### src/rtl/serial_adder_ctrl.sv
// serial_adder_ctrl: bit-serial adder, LSB first, one full-adder cell.
// {cout,sum} = a + b + cin, result available WIDTH+1 edges after start.
// Optional macro SERIAL_ADDER_SUB_EN adds a 'sub' input for a - b.
//
// state | meaning
// IDLE  | waiting for start; operands latched on the accepting edge
// SHIFT | one operand bit processed per cycle, WIDTH cycles
// DONE  | result copied to sum/cout; done pulses on the following cycle
module serial_adder_ctrl #(
   parameter int WIDTH = 8
) (
   input  logic             clk,
   input  logic             rst,
   input  logic             start,
   input  logic [WIDTH-1:0] a,
   input  logic [WIDTH-1:0] b,
   input  logic             cin,
`ifdef SERIAL_ADDER_SUB_EN
   input  logic             sub,
`endif
   output logic             busy,
   output logic             done,
   output logic [WIDTH-1:0] sum,
   output logic             cout
);

   localparam int CW = (WIDTH > 1) ? $clog2(WIDTH) : 1;
   localparam logic [CW-1:0] LAST = CW'(WIDTH - 1);

   typedef enum logic [1:0] {IDLE, SHIFT, DONE} state_t;

   state_t           state_q, state_d;
   logic [WIDTH-1:0] opa_q, opa_d;
   logic [WIDTH-1:0] opb_q, opb_d;
   logic [WIDTH-1:0] res_q, res_d;
   logic [WIDTH-1:0] sum_q, sum_d;
   logic [CW-1:0]    cnt_q, cnt_d;
   logic             carry_q, carry_d;
   logic             cout_q, cout_d;
   logic             busy_q, busy_d;
   logic             done_q, done_d;

   logic [WIDTH-1:0] b_eff;
   logic             cin_eff;
   logic             fa_s;
   logic             fa_c;

`ifdef SERIAL_ADDER_SUB_EN
   // Subtraction is a + ~b + 1, so only the latched operand and carry-in differ.
   assign b_eff   = sub ? ~b : b;
   assign cin_eff = sub ? 1'b1 : cin;
`else
   assign b_eff   = b;
   assign cin_eff = cin;
`endif

   assign fa_s = opa_q[0] ^ opb_q[0] ^ carry_q;
   assign fa_c = (opa_q[0] & opb_q[0]) | (carry_q & (opa_q[0] ^ opb_q[0]));

   // Next-state, datapath and output decode.
   always_comb begin
      state_d = state_q;
      opa_d   = opa_q;
      opb_d   = opb_q;
      res_d   = res_q;
      carry_d = carry_q;
      cnt_d   = cnt_q;
      sum_d   = sum_q;
      cout_d  = cout_q;
      case (state_q)
         IDLE: begin
            if (start) begin
               state_d = SHIFT;
               opa_d   = a;
               opb_d   = b_eff;
               carry_d = cin_eff;
               cnt_d   = '0;
            end
         end
         SHIFT: begin
            opa_d   = opa_q >> 1;
            opb_d   = opb_q >> 1;
            res_d   = {fa_s, res_q[WIDTH-1:1]};
            carry_d = fa_c;
            // Counter stops at the last bit rather than wrapping.
            if (cnt_q == LAST) begin
               state_d = DONE;
            end else begin
               cnt_d = cnt_q + CW'(1);
            end
         end
         DONE: begin
            sum_d   = res_q;
            cout_d  = carry_q;
            state_d = IDLE;
         end
         default: state_d = IDLE;
      endcase
      busy_d = (state_d == SHIFT);
      done_d = (state_q == DONE);
   end

   // State and datapath registers with synchronous reset.
   always_ff @(posedge clk) begin
      if (rst) begin
         state_q <= IDLE;
         opa_q   <= '0;
         opb_q   <= '0;
         res_q   <= '0;
         carry_q <= 1'b0;
         cnt_q   <= '0;
         sum_q   <= '0;
         cout_q  <= 1'b0;
         busy_q  <= 1'b0;
         done_q  <= 1'b0;
      end else begin
         state_q <= state_d;
         opa_q   <= opa_d;
         opb_q   <= opb_d;
         res_q   <= res_d;
         carry_q <= carry_d;
         cnt_q   <= cnt_d;
         sum_q   <= sum_d;
         cout_q  <= cout_d;
         busy_q  <= busy_d;
         done_q  <= done_d;
      end
   end

   assign busy = busy_q;
   assign done = done_q;
   assign sum  = sum_q;
   assign cout = cout_q;

endmodule

### config.mk
export PLATFORM = sky130hd
export DESIGN_NAME = serial_adder_ctrl
export DESIGN_NICKNAME = d
export VERILOG_FILES = /design/src/rtl/serial_adder_ctrl.sv
export SDC_FILE = /design/constraint.sdc
export NUM_CORES = 1
export LEC_CHECK = 0
export CAP_MARGIN = 10
export CORE_MARGIN = 4
export CORE_UTILIZATION = 25
export CTS_BUF_LIST = sky130_fd_sc_hd__clkbuf_2 sky130_fd_sc_hd__clkbuf_4 sky130_fd_sc_hd__clkbuf_8
export CTS_CLUSTER_SIZE = 12
export DETAILED_ROUTE_END_ITERATION = 6
export DONT_BUFFER_PORTS = 1
export SLEW_MARGIN = 40
export SYNTH_ARGS = -nofsm -noshare
export SYNTH_HDL_FRONTEND = slang
export SYNTH_SLANG_ARGS = --single-unit
export TNS_END_PERCENT = 20
### constraint.sdc
create_clock -name clk -period 2.5 [get_ports clk]
set_input_delay 0.375 -clock clk [delete_from_list [all_inputs] [get_ports clk]]
set_output_delay 0.375 -clock clk [all_outputs]
set_load 0.1 [all_outputs]
==> qor.yml <==
outcome:
  status: "finished clean"
drt:
  ant_nets: 0
  wl_mm: 3.22
  vias_per_cell: 4.27
  dr.pass1.iters: 4
  drt-initial-drc-count: 75
  drt-wirelength-per-cell_um: 11.4
  drc: 0
  vias: 1207
logic_synthesis:
  synth-simple-area-share: 0.159
  netlist-cell-type-count: 25
  muxShareOfSynthArea: 0.0854
  synth_adder_area_share: 0.0256
  yosys_register_bits: 41
  yosysSeqAreaShare: 0.467
  synth_edf_count: 0
  synth-compound-area-share: 0.201
  synth_flop_cell: "dfxtp_1"
  synth-xor-area-share: 0
  yosys_warnings: 0
  synth_fp_nets: 207
  synth_top_family_by_area: "compound AO/OA/AOI/OAI gates"
  synth_area_um2: 1760
  syn_avg_cell_area_um2: 9.55
  synth_cells: 184
  async_flop_share: 0
floorplan:
  die_area_um2: 8440
  core_um2: 6790
  rows: 30
  initial_core_util: 0.259
  die_h_um: 91.9
  boundaryPins: 31
  fp.dieW_um: 91.9
clock_network:
  cts_sinks: 41
  cts_max_level: 2
  clk_path_buf_depth: 2
  clock-root-buffer: "clkbuf_8"
  insertion_delay_ns: 0.29
  cts_tree: "done"
  clkTransAtPathRegs_ns: 0.08
  cts_made_buffers: 5
  cts_resized: 0
  postCtsSetupRepairBufs: 0
  ctsHoldBuffers: 0
timing:
  hold-worst-slack_ns: 0.151
  setup_viol: 0
  timing.final.ws_setup_ns: 0.995
  rsz0062_at_grt: "false"
  min_period_ns: 1.51
  clock_skew_ns: 0.00593
  fin_setup_tns_ns: 0
  hold_violations: 0
  relSlewSlack: 0.607
  fmax_ghz: 0.664
  tightest_slew_ns: 0.589
  slew_viol_final: 0
  finalCritPeriodShare: 0.602
global_routing:
  grt_pass1_vias: 1121
  overflow: 0
  grt_max_degree: 42
  grt_pass1_wl_mm: 5.16
  track_usage: 0.0781
  grt_antenna_before_repair: 0
worst_setup_path:
  cp_slowest_cell: "dfxtp_1"
  setup.worst_path.end_class: "flip-flop"
  required_ns: 2.69
  startpoint_type: "flip-flop"
  path_max_fanout: 17
  worstSetupPathType: "reg2reg"
  cp.arrival_ns: 1.70
  slowest_delay_ns: 0.60
  cp_cell_sequence: "buf_4, o21bai_2, a22oi_1, nor2_1"
cells_and_area:
  syn2layout_area_growth_pct: 12.2
  layout-drive-gt1-share: 0.198
  n_antenna_cell: 0
  fin_util: 0.290
  multi_input_area_um2: 828
  fill_cells: 721
  fin_area_um2: 1970
  regArea_um2: 822
  final_cell_mix: "40 x dfxtp_1, 37 x nand2_1, 19 x nor2_1"
  fin_nets: 209
  layout_commonest_cell: "dfxtp_1"
power_and_ir_drop:
  powerDensity_nw_per_um2: 696
  max-vdd-ir-drop_uv: 319
  p_leak_nw: 0.700
place:
  routabilityCongestion: 0.711
  placed_cell_area_um2: 1850
  dp_slack_ns: 1.02
  port_buffers: 0
  hpwl_mm: 2.18
hold_path:
  hold_class: "in2reg"
flow_run:
  max_cap_viol_count: 0
[flip-flops by register name, indices dropped and copies added, names as in the netlist]
register / count
opb_q: 8
done: 1
busy: 1
res_q: 8
carry_q: 1
opa_q: 8
sum: 8
cout: 1
cnt_q: 3
state_q: 2
[synth_stat cells, types with 2 or more instances]
cell,count,share of area
nand3_1,4,0.011
a211oi_2,15,0.11
a31oi_1,3,0.011
a22oi_1,2,0.0085
buf_4,3,0.013
nor2b_1,2,0.0071
mux2i_1,15,0.085
nand2b_1,2,0.0071
ha_1,2,0.014
nor3b_1,2,0.0085
a21oi_1,18,0.051
nor2_1,19,0.041
a211oi_1,2,0.0085
buf_2,4,0.011
clkbuf_1,4,0.0085
buf_6,2,0.013
dfxtp_1,41,0.47
nand2_1,37,0.079
[report_power, final]
part	switching, mW	internal, mW
registers	0.0206	0.683
clock network	0.230	0.325
logic	0.0643	0.0505
[final cells by class]
| cell class | count | share of cell area |
|---|---|---|
| multi-input combinational | 127 | 0.420 |
| sequential | 41 | 0.417 |
| tap | 96 | 0.0609 |
| clock buffer | 6 | 0.0419 |
| timing repair buffer | 11 | 0.0419 |
| clock inverter | 2 | 0.0190 |
[cell families (layout without fill, tap and decap cells)]
logic type / Yosys count / after routing
and+or+nand+nor: 67 / 67
AOI/OAI and AO/OA: 42 / 42
DFF: 41 / 41
buffers and inverters: 16 / 19
muxes: 15 / 15
adders and majority gates: 3 / 3
[worst paths after layout]
path / from / cells past startpoint / slack, ns / end
max: state_q[0] / 4 / 0.99 / opb_q[7]
min: rst / 1 / 0.15 / sum[3]
max reg2reg: state_q[0] / 4 / 0.99 / opb_q[7]
min reg2reg: res_q[0] / 2 / 0.45 / sum[0]
[routing by layer]
layer,up-vias,share of wire,routed length (um),GRT usage
met1,543,0.47,1520,0.0945
met2,28,0.44,1410,0.114
met4,0,0.014,46,0.0371
met3,5,0.076,244,0.0402
met5,-,0,0,0
li1,631,-,-,-
[critical path, delay by kind of cell, from the launching register on]
kind | cells | cell delay [ns]
flops | 1 | 0.60
compound gates | 2 | 0.37
buf+inv | 1 | 0.36
simple gates | 1 | 0.06
[per-stage QoR]
step                cells  power [mW]
floorplan             184       0.841
global placement      275       0.833
detailed placement    275       0.835
CTS                   283        1.40
global route          283        1.44
finish                283        1.37
Note: power is estimated with default switching activity, not from simulation.
